<file path="src/rtl/pipeline_stall_ctrl.sv">
// Pipeline stall/flush controller: turns a one-cycle hazard code into a timed bubble
// sequence and arbitrates it against branch flush, memory freeze and exception flush.
module pipeline_stall_ctrl #(
  parameter int EXE_BUBBLES = 2,
  parameter int MEM_BUBBLES = 1,
  parameter int CNT_W       = 3,
  parameter int PERF_W      = 32
) (
  input  logic              clk,
  input  logic              rst,
  input  logic [3:0]        stall_C,
  input  logic              branch_taken,
  input  logic              mem_busy,
  input  logic              flush_all,
  output logic              pc_en,
  output logic              if_id_en,
  output logic              if_id_flush,
  output logic              id_exe_flush,
  output logic              exe_mem_en,
  output logic              exe_mem_flush,
  output logic              mem_wb_en,
  output logic              hazard_active,
  output logic [PERF_W-1:0] stall_cycles,
  output logic [PERF_W-1:0] freeze_cycles
);

  localparam logic [3:0] NON_STALL = 4'b0000;
  localparam logic [3:0] MEM_STALL = 4'b0010;

  localparam logic [CNT_W-1:0] EXE_CNT = CNT_W'(EXE_BUBBLES - 1);
  localparam logic [CNT_W-1:0] MEM_CNT = CNT_W'(MEM_BUBBLES - 1);

  typedef enum logic {RUN, HAZARD} state_t;

  state_t            state_q, state_d;
  logic [CNT_W-1:0]  cnt_q, cnt_d;
  logic [PERF_W-1:0] stall_q, stall_d;
  logic [PERF_W-1:0] freeze_q, freeze_d;

  always_comb begin
    state_d       = state_q;
    cnt_d         = cnt_q;
    stall_d       = stall_q;
    freeze_d      = freeze_q;
    pc_en         = 1'b1;
    if_id_en      = 1'b1;
    if_id_flush   = 1'b0;
    id_exe_flush  = 1'b0;
    exe_mem_en    = 1'b1;
    exe_mem_flush = 1'b0;
    mem_wb_en     = 1'b1;

    if (rst) begin
      pc_en         = 1'b0;
      if_id_en      = 1'b0;
      exe_mem_en    = 1'b0;
      mem_wb_en     = 1'b0;
      if_id_flush   = 1'b1;
      id_exe_flush  = 1'b1;
      exe_mem_flush = 1'b1;
    end else if (flush_all) begin
      if_id_flush   = 1'b1;
      id_exe_flush  = 1'b1;
      exe_mem_flush = 1'b1;
      state_d       = RUN;
      cnt_d         = '0;
    end else if (mem_busy) begin
      // Freeze: nothing advances, so the hazard countdown holds too.
      pc_en      = 1'b0;
      if_id_en   = 1'b0;
      exe_mem_en = 1'b0;
      mem_wb_en  = 1'b0;
      freeze_d   = freeze_q + PERF_W'(1);
    end else if (state_q == HAZARD || stall_C != NON_STALL) begin
      pc_en        = 1'b0;
      if_id_en     = 1'b0;
      id_exe_flush = 1'b1;
      stall_d      = stall_q + PERF_W'(1);
      if (state_q == HAZARD) begin
        cnt_d = cnt_q - CNT_W'(1);
        if (cnt_q == CNT_W'(1)) state_d = RUN;
      end else begin
        // Unknown codes are handled as the longer EXE-producer case.
        cnt_d   = (stall_C == MEM_STALL) ? MEM_CNT : EXE_CNT;
        state_d = (cnt_d != '0) ? HAZARD : RUN;
      end
    end else if (branch_taken) begin
      if_id_flush = 1'b1;
    end
  end

  always_ff @(posedge clk or posedge rst) begin
    if (rst) begin
      state_q  <= RUN;
      cnt_q    <= '0;
      stall_q  <= '0;
      freeze_q <= '0;
    end else begin
      state_q  <= state_d;
      cnt_q    <= cnt_d;
      stall_q  <= stall_d;
      freeze_q <= freeze_d;
    end
  end

  assign hazard_active = (state_q == HAZARD);
  assign stall_cycles  = stall_q;
  assign freeze_cycles = freeze_q;

endmodule

</file>
<file path="config.mk">
export PLATFORM = sky130hd
export DESIGN_NAME = pipeline_stall_ctrl
export DESIGN_NICKNAME = d
export VERILOG_FILES = /design/src/rtl/pipeline_stall_ctrl.sv
export SDC_FILE = /design/constraint.sdc
export NUM_CORES = 1
export LEC_CHECK = 0
export ABC_AREA = 1
export BUFFER_PORTS_ARGS = -buffer_cell sky130_fd_sc_hd__buf_2
export CORE_MARGIN = 3
export CORE_UTILIZATION = 59
export DETAILED_ROUTE_END_ITERATION = 16
export PLACE_DENSITY_LB_ADDON = 0.12
export SLEW_MARGIN = 20
export SYNTH_ARGS = -nofsm -noshare
export SYNTH_HDL_FRONTEND = slang
export SYNTH_SLANG_ARGS = --single-unit
</file>
<file path="constraint.sdc">
create_clock -name clk -period 3.04 [get_ports clk]
set_input_delay 0.456 -clock clk [delete_from_list [all_inputs] [get_ports clk]]
set_output_delay 0.456 -clock clk [all_outputs]
set_load 0.03 [all_outputs]
</file>
==> results of run 1 <==
[through the flow]
step / cell area, µm² / setup slack [ps]
after floorplan: 3910 / 559.1
after global placement: 4364 / 1059
after detailed placement: 4364 / 941.0
after CTS: 4556 / 1029
after global routing: 4556 / 785.2
final: 4556 / 1042
[final timing paths]
path | from | end | slack [ps]
min | rst | freeze_cycles[14]$_DFFE_PP0P_ | 440
max reg2reg | hazard_active$_DFFE_PP0P_ | stall_cycles[30]$_DFFE_PP0P_ | 1080
min reg2reg | freeze_cycles[31]$_DFFE_PP0P_ | freeze_cycles[31]$_DFFE_PP0P_ | 490
max | hazard_active$_DFFE_PP0P_ | if_id_en | 1040
min in group clk | stall_C[1] | hazard_active$_DFFE_PP0P_ | 480
max in group asynchronous | rst | stall_cycles[1]$_DFFE_PP0P_ | 2050
[cell type report]
| type | instances | area, µm² |
|---|---|---|
| multi-input cells | 410 | 1963 |
| fillers | 556 | 1831 |
| flip-flops and latches | 68 | 1702 |
| repair buffers | 81 | 407.9 |
| inverters | 52 | 195.2 |
| clock buffers | 11 | 141.4 |
| well taps | 77 | 96.34 |
| clock inverters | 4 | 50.05 |
[sequential cells by signal (all words and copies together), names as in the netlist]
signal and cells:
hazard_active 1, stall_cycles 32, freeze_cycles 32, cnt_q 3
[worst max-delay path: cells and delay by family (launching register included)]
kind	cells	cell delay (ps)
flip-flops	1	450
AO/OA/AOI/OAI	1	150
AND/OR/NAND/NOR	2	180
buffers and inverters	3	420
[cell families (layout without fill, tap and decap cells)]
group / after synthesis / count (layout)
AOI/OAI and AO/OA: 8 / 8
and+or+nand+nor: 367 / 367
DFF: 68 / 68
buffers and inverters: 59 / 148
adders and majority gates: 4 / 4
xor gates and xnor gates: 31 / 31
[routing by layer]
layer  GRT usage  wire, µm  part of all wire
met2      0.4541      4828              0.51
met1      0.3301      3865              0.41
met3     0.04352       546             0.057
met4      0.1339       261             0.027
met5           0         0                 0
[cells in the final DEF, fill, tap and decap left out, drive strengths merged]
cell type,instances
ha,4
bufinv,1
nor3,1
buf,81
nand3b,14
xnor2,12
clkinv,1
nand2,195
nand4,21
a21oi,2
and2,1
xor2,19
nor2,103
inv,52
clkbuf,11
o21ai,6
dfrtp,68
nor3b,1
nand3,31
clkinvlp,2
[power groups by stage]
stage | registers [mW] | clock network [mW] | logic, mW
floorplan | 1.19 | 0 | 0.163
detailed placement | 1.07 | 0 | 0.408
finish | 1.05 | 0.744 | 0.401
CTS | 1.05 | 0.753 | 0.409
global route | 1.07 | 0.786 | 0.441
global placement | 1.06 | 0 | 0.396
==> impl_metrics.csv, run 1 <==
group,metric,value,unit
place,port_buffers,80,
synth,netlist_instances,537,
timing,setup_tns,0,ps
timing,fin_hold_ws,438.7,ps
timing,fmax,0.5004,GHz
min_path,hold_path_class,"primary input to asynchronous set/reset pin",
run,cap_violations,0,
die,core-area,6386,µm²
power,powerDensity,482.4,nW/µm²
synth,yosysWarningCount,0,
timing,final_max_slew_viol_count,0,
synth,synthXorXnorAreaFrac,0.06944,
drt,final_antenna_net_count,0,
drt,wl_per_cell,13.52,µm
synth,synthSimpleGateAreaFrac,0.4096,
setup_path,path_cells,"inv_1 -> nand3_1 -> inv_1 -> nand2_1 -> a21oi_1 -> buf_2",
clock_tree,cts_hold_buf,0,
synth,yosys_most_used_dff,"dfrtp_1",
die,top_level_ports,81,
synth,synth.distinct_cells,24,
synth,syn_avg_cell_area,7.281,µm²
die,die_h,87.41,µm
setup_path,end_kind,"output pin",
synth,synthTopCellsByCount,"nand2_1 (192), nor2_1 (94), dfrtp_1 (68)",
clock_tree,post-cts-setup-buffers,0,
timing,hold_violations,0,
drt,first_pass_iters,5,
setup_path,critPathRequiredTime,2580,ps
place,dp_cells,688,
global_route,grt_pass1_vias,3630,
synth,synth_top_family_by_area,"simple AND/OR/NAND/NOR gates",
synth,post-synth-top-area-cell,"dfrtp_1",
power,pwr-share-comb,0.182,
synth,yosys.area_share.adder,0.01280,
clock_tree,cts_tree,"yes",
setup_path,path_common_cell,"inv_1",
run_status,status,"finished clean",
clock_tree,root_buffer,"clkbuf_8",
synth,yosysMostFrequentCell,"nand2_1",
setup_path,crit_fanout,6,
setup_path,arrival,1540,ps
power,p_leak,2.278,nW
setup_path,rr_worst_depth,7,
power,switching_share,0.3219,
clock_tree,cts.repair.resized,0,
clock_tree,h-tree-depth,3,
power,ir_drop,0.5145,mV
drt,vias,3762,
final_layout,antenna_cells,0,
synth,synth_compound_area_frac,0.01024,
power,power_frac_clock,0.339,
timing,finalCritPeriodShare,0.6574,
die,num_rows,29,
final_layout,syn_to_final_growth,16.51,%
synth,ys_ff_latch,68,
clock_tree,clock_latency,350,ps
power,p_sw,0.7075,mW
drt,first_iter_violations,197,
die,die_area,7640,µm²
global_route,grt_max_degree,69,
synth,yosysTopAreaCellShare,0.4352,
power,seq_power_share,0.479,
synth,synth_edf_count,0,
global_route,overflow,0,
synth,ys_seq_area_frac,0.4352,
final_layout,fin_cells,703,
synth,ys_top_cells_by_area,"dfrtp_1 (44%), nand2_1 (18%), nor2_1 (9.0%), inv_1 (4.9%), xor2_1 (4.3%)",
place,place_hpwl,7021,µm
clock_tree,numCtsBuffers,9,
setup_path,slowest_stage,"dfrtp_1",
power,p_int,1.490,mW
place,routabilityCongestion,0.8611,
synth,async_flop_share,1.000,
clock_tree,clock_path_buffers,2,
setup_path,critical_path_class,"register to output pin",
drt,wl,9503,µm
setup_path,max_stage_delay,450,ps
final_layout,layout.nets,635,
final_layout,drive_gt1_frac,0.1773,
timing,clock_skew,13.36,ps
drt,via_per_inst,5.351,
timing,slew_headroom,0.4396,
timing,fin_crit,1998,ps
synth,synth.net_count,550,
synth,synth_area,3910,µm²
clock_tree,cts.sinks,68,
die,die_w,87.41,µm
synth,synthMuxAreaShare,0,
timing,setup_viol,0,
final_layout,finish.utilization,0.7134,
setup_path,cp-start-kind,"register",
power,total_power,2.198,mW
timing,worst_slew_pin_slew,840.6,ps
global_route,grt_pass1_wl,16220,µm
die,start_util,0.6123,
global_route,antenna_found_initial,0,
global_route,grt.total_usage,0.2685,
drt,route.detailed.drc,0,
timing,rsz0062_at_grt,"false",
clock_tree,cts.clk_slew.worst_paths,80,ps
No activity file was read; power rests on OpenSTA's default activity.
==> inputs of run 2 (changes only) <==
--- a/config.mk
+++ b/config.mk
@@ -8,7 +8,7 @@
 export ABC_AREA = 1
 export BUFFER_PORTS_ARGS = -buffer_cell sky130_fd_sc_hd__buf_2
 export CORE_MARGIN = 3
-export CORE_UTILIZATION = 59
+export CORE_UTILIZATION = 50
 export DETAILED_ROUTE_END_ITERATION = 16
 export PLACE_DENSITY_LB_ADDON = 0.12
 export SLEW_MARGIN = 20
==> constraint.sdc (replaced) <==
create_clock -name clk -period 1.7 [get_ports clk]
set_input_delay 0.255 -clock clk [delete_from_list [all_inputs] [get_ports clk]]
set_output_delay 0.255 -clock clk [all_outputs]
set_load 0.03 [all_outputs]
==> run 2 against run 1 <==
Net effect:
- routed wire length is 0.24% higher
- worst hold slack got worse by 360 ps
- clock-buffer cell count down 1
- core utilization fell by 6.8 points
- critical endpoint is now pc_en
- sequential power is 79% higher
- die area increased by 17%
- total power is 95% higher
- sequential cell count unchanged
==> impl_metrics.csv, run 2 (synthesized netlist as in run 1, its figures left out) <==
group,metric,value,unit
setup_path,max_stage_delay,400,ps
drt,wl_per_cell,12.98,µm
drt,first_iter_violations,162,
setup_path,critPathRequiredTime,1440,ps
global_route,grt_pass1_vias,3519,
setup_path,critical_path_class,"register to output pin",
final_layout,drive_gt1_frac,0.2047,
clock_tree,root_buffer,"clkbuf_8",
die,top_level_ports,81,
setup_path,crit_start,"hazard_active$_DFFE_PP0P_",
run,cap_violations,0,
final_layout,syn_to_final_growth,22.27,%
place,place_hpwl,7201,µm
setup_path,path_cells,"inv_2 -> nand3_2 -> inv_2 -> nand2_2 -> a21oi_4 -> buf_6",
timing,setup_viol,0,
setup_path,arrival,1390,ps
drt,vias,3769,
drt,final_antenna_net_count,0,
die,die_w,94.43,µm
place,routabilityCongestion,0.9361,
timing,fmax,0.6062,GHz
final_layout,ff_latch_area,1702,µm²
final_layout,layout_common_cells,"nand2_1 (190), nor2_1 (91), buf_2 (78)",
setup_path,r2r_setup_slack,190,ps
die,num_rows,31,
timing,fin_crit,1650,ps
final_layout,layout_commonest_cell,"nand2_1",
final_layout,antenna_cells,0,
timing,hold_violations,0,
drt,via_per_inst,5.135,
final_layout,finish.utilization,0.6453,
drt,wl,9526,µm
setup_path,rr_worst_depth,8,
setup_path,slowest_stage,"dfrtp_1",
setup_path,end_kind,"output pin",
clock_tree,cts.sinks,68,
setup_path,cp-start-kind,"register",
die,start_util,0.5278,
place,port_buffers,80,
clock_tree,cts_tree,"yes",
timing,slew_headroom,0.7916,
die,die_h,94.43,µm
timing,clock_skew,10.82,ps
timing,final_max_slew_viol_count,0,
timing,finalCritPeriodShare,0.9704,
final_layout,multiInputGateArea,2002,µm²
global_route,overflow,0,
setup_path,r2r-end,"stall_cycles[20]$_DFFE_PP0P_",
global_route,grt_pass1_wl,15760,µm
clock_tree,clock_latency,350,ps
clock_tree,cts.clk_slew.worst_paths,80,ps
power,p_leak,2.356,nW
drt,first_pass_iters,5,
setup_path,critPathCapture,"pc_en",
clock_tree,h-tree-depth,3,
run_status,status,"finished clean",
global_route,grt_max_degree,49,
final_layout,layout.nets,643,
min_path,hold_path_class,"primary input to asynchronous set/reset pin",
global_route,antenna_found_initial,0,
global_route,grt.total_usage,0.2245,
setup_path,crit_fanout,2,
setup_path,reg2reg_from,"stall_cycles[0]$_DFFE_PP0P_",
clock_tree,clock_path_buffers,2,
drt,route.detailed.drc,0,
timing,worst_slew_pin_slew,311.4,ps
clock_tree,numCtsBuffers,9,
power,powerDensity,897.3,nW/µm²
power,ir_drop,0.7188,mV
power,total_power,4.290,mW
die,die_area,8917,µm²
setup_path,path_common_cell,"inv_2",
final_layout,filler_cell_count,670,
die,core-area,7408,µm²
==> run 2: cell count changes in the layout (fill, tap and decap cells not counted), moves of 2 or more <==
cell,delta
buf_4,+6
bufinv_16,+2
nor2_1,-3
buf_2,-2
nand2_2,+2
nand2_1,-2
buf_12,+2
buf_6,+2
nor2_4,+2
inv_1,-2
==> run 2: what timing repair did <==
item / CTS / global route
buffers inserted: 1 / 1
hold buffers: 0 / 0
gates resized for setup: 2 / 11
endpoints found under the setup margin: 2 / 11
pin swaps: 0 / 2
==> run 2: routing by layer <==
metal | up-vias | track usage | part of all wire
met4 | 0 | 0.09988 | 0.023
met2 | 125 | 0.3972 | 0.50
met3 | 19 | 0.03665 | 0.056
li1 | 1867 | - | -
met1 | 1758 | 0.2676 | 0.42
met5 | - | 0 | 0
==> run 2: metrics by stage <==
step	instances	setup TNS, ps	setup WS, ps	instance area [µm²]	hold slack (ps)
after floorplan	537	0	20.46	3928	419.7
after global placement	716	0	151.2	4479	457.6
after detailed placement	716	0	50.01	4479	464.6
after CTS	733	0	10.26	4741	83.15
after global routing	734	-13.01	-9.687	4781	109.9
final	734	0	50.35	4781	82.19
==> run 2: worst min path at each step <==
stage / start / depth (start not counted) / endpoint / slack [ps]
floorplan: rst / 1 / cnt_q[0]$_DFFE_PP0P_ / 420
global placement: rst / 3 / cnt_q[1]$_DFFE_PP0P_ / 460
detailed placement: rst / 3 / cnt_q[1]$_DFFE_PP0P_ / 460
CTS: rst / 3 / freeze_cycles[30]$_DFFE_PP0P_ / 80
global route: rst / 3 / stall_cycles[24]$_DFFE_PP0P_ / 110
finish: rst / 3 / cnt_q[2]$_DFFE_PP0P_ / 80
==> run 2: area by class of cell <==
type	count	area share
Sequential cell	68	0.3559
Multi-Input combinational cell	410	0.4187
Clock buffer	10	0.02879
Inverter	52	0.04161
Clock inverter	6	0.02329
Timing Repair Buffer	89	0.1057
Tap cell	99	0.02591
==> run 2: report_power, final <==
| part | internal [mW] | leakage, nW | switching [mW] | total, mW |
|---|---|---|---|---|
| logic | 0.237 | 1.31 | 0.510 | 0.746 |
| clock network | 1.01 | 0.122 | 0.653 | 1.67 |
| registers | 1.74 | 0.924 | 0.138 | 1.88 |
==> run 2: critical path, delay by kind of cell (launching register included) <==
kind	cells	cell delay, ps
flip-flops	1	400
AO/OA/AOI/OAI	1	190
buffers and inverters	3	310
AND/OR/NAND/NOR	2	150
==> inputs of run 3 (changes only) <==
==> constraint.sdc (replaced) <==
create_clock -name clk -period 1.7 [get_ports clk]
set_input_delay 0.34 -clock clk [delete_from_list [all_inputs] [get_ports clk]]
set_output_delay 0.34 -clock clk [all_outputs]
set_load 0.03 [all_outputs]
==> run 3 against run 2 <==
Net effect:
- global-route usage increased by 0.44 points
- via count decreased by 0.93%
- non-clock buffer count increased by 3
- core utilization decreased by 0.49 points
- critical endpoint unchanged
==> impl_metrics.csv, run 3 (synthesized netlist as in run 1, its figures left out) <==
group,metric,value,unit
final_layout,fin_cells,737,
global_route,grt_pass1_vias,3537,
die,core-area,7408,µm²
die,top_level_ports,81,
run_status,status,"finished clean",
final_layout,antenna_cells,0,
power,p_leak,2.332,nW
die,num_rows,31,
global_route,overflow,0,
timing,setup_tns,0,ps
timing,rsz0062_at_grt,"true",
timing,slew_headroom,0.8050,
setup_path,end_kind,"output pin",
timing,final_max_slew_viol_count,0,
drt,first_pass_iters,4,
clock_tree,cts_hold_buf,0,
final_layout,syn_to_final_growth,21.34,%
clock_tree,numCtsBuffers,9,
final_layout,multiInputGateArea,2019,µm²
place,port_buffers,80,
drt,first_iter_violations,199,
global_route,antenna_found_initial,0,
setup_path,cp-start-kind,"register",
drt,vias,3734,
clock_tree,root_buffer,"clkbuf_8",
timing,worst_slew_pin_slew,291.5,ps
global_route,grt_max_degree,54,
global_route,grt_pass1_wl,15940,µm
final_layout,finish.utilization,0.6404,
setup_path,arrival,1330,ps
setup_path,critPathRequiredTime,1360,ps
drt,via_per_inst,5.066,
place,routabilityCongestion,0.9222,
place,dp_cells,717,
power,ir_drop,0.5592,mV
final_layout,layout.nets,646,
setup_path,crit_fanout,3,
timing,fin_crit,1672,ps
drt,wl,9676,µm
final_layout,ff_latch_area,1702,µm²
drt,wl_per_cell,13.13,µm
clock_tree,clock_path_buffers,2,
clock_tree,clock_latency,350,ps
setup_path,critical_path_class,"register to output pin",
die,die_h,94.43,µm
place,place_hpwl,7276,µm
timing,clock_skew,15.82,ps
final_layout,drive_gt1_frac,0.2100,
drt,route.detailed.drc,0,
min_path,hold_path_class,"primary input to asynchronous set/reset pin",
die,die_w,94.43,µm
timing,finalCritPeriodShare,0.9833,
global_route,grt.total_usage,0.2289,
timing,setup_viol,0,
timing,hold_violations,0,
place,dpl_cell_area,4487,µm²
clock_tree,h-tree-depth,3,
final_layout,layout_common_cells,"nand2_1 (189), nor2_1 (90), buf_2 (77)",
final_layout,layout_commonest_cell,"nand2_1",
clock_tree,cts_tree,"yes",
final_layout,final_area,4745,µm²
die,die_area,8917,µm²
die,start_util,0.5278,
run,cap_violations,0,
timing,fmax,0.5982,GHz
power,powerDensity,806.9,nW/µm²
clock_tree,cts.sinks,68,
clock_tree,cts.clk_slew.worst_paths,80,ps
drt,final_antenna_net_count,0,
final_layout,filler_cell_count,692,
==> run 3: changes by cell type in the layout (fill, tap and decap cells not counted), sizes merged <==
| cell | change |
|---|---|
| clkinvlp | +1 |
| clkbuf | +2 |
| bufinv | -3 |
| buf | +3 |
==> run 3: worst paths after layout <==
path	start	to	slack, ps	depth (start not counted)
min	rst	freeze_cycles[18]$_DFFE_PP0P_	170	3
max	hazard_active$_DFFE_PP0P_	pc_en	30	6
min reg2reg	cnt_q[1]$_DFFE_PP0P_	cnt_q[1]$_DFFE_PP0P_	500	2
max reg2reg	stall_cycles[0]$_DFFE_PP0P_	stall_cycles[24]$_DFFE_PP0P_	170	8
min in group clk	stall_C[1]	cnt_q[0]$_DFFE_PP0P_	380	4
max in group asynchronous	rst	freeze_cycles[22]$_DFFE_PP0P_	1270	3
==> run 3: power by group <==
group	switching, mW	leakage [nW]	total [mW]	internal, mW
sequential	0.145	0.924	1.88	1.74
clock	0.607	0.0824	1.17	0.565
combinational	0.524	1.33	0.773	0.248
total	1.28	2.33	3.83	2.55
==> run 3: repair_timing <==
action / 4_1_cts / 5_1_grt
setup endpoints to repair: 4 / 11
hold endpoints to repair: 0 / 0
setup buffers: 3 / 1
resized for setup: 9 / 10
pin swaps: 1 / 2
gates cloned: 0 / 0
==> run 3: critical path, cell delays in order (launching register included) <==
cell,delay [ps]
dfrtp_1,390
inv_2,80
nand3_4,90
inv_2,80
nand2_2,60
a21oi_4,140
buf_6,150
==> run 3: cell type report <==
type,count,share of cell area
Multi-Input combinational cell,410,0.4256
Sequential cell,68,0.3586
Timing Repair Buffer,92,0.1118
Inverter,52,0.04193
Clock buffer,12,0.03059
Tap cell,99,0.02611
Clock inverter,4,0.005274
==> run 3: stage by stage <==
stage	setup slack (ps)	power, mW	hold slack (ps)
detailed placement	25.37	2.664	490.1
global route	-53.81	4.017	174.6
floorplan	-64.54	2.417	453.0
global placement	145.6	2.631	471.7
CTS	-1.747	3.863	157.8
finish	28.41	3.828	167.1
==> run 3: routing by layer <==
metal | vias to the layer above | part of all wire | wire, µm | track usage
li1 | 1870 | - | - | -
met1 | 1751 | 0.42 | 4033 | 0.2668
met2 | 95 | 0.51 | 4947 | 0.4066
met3 | 18 | 0.047 | 450 | 0.04940
met4 | 0 | 0.025 | 244 | 0.09507
met5 | - | 0 | 0 | 0
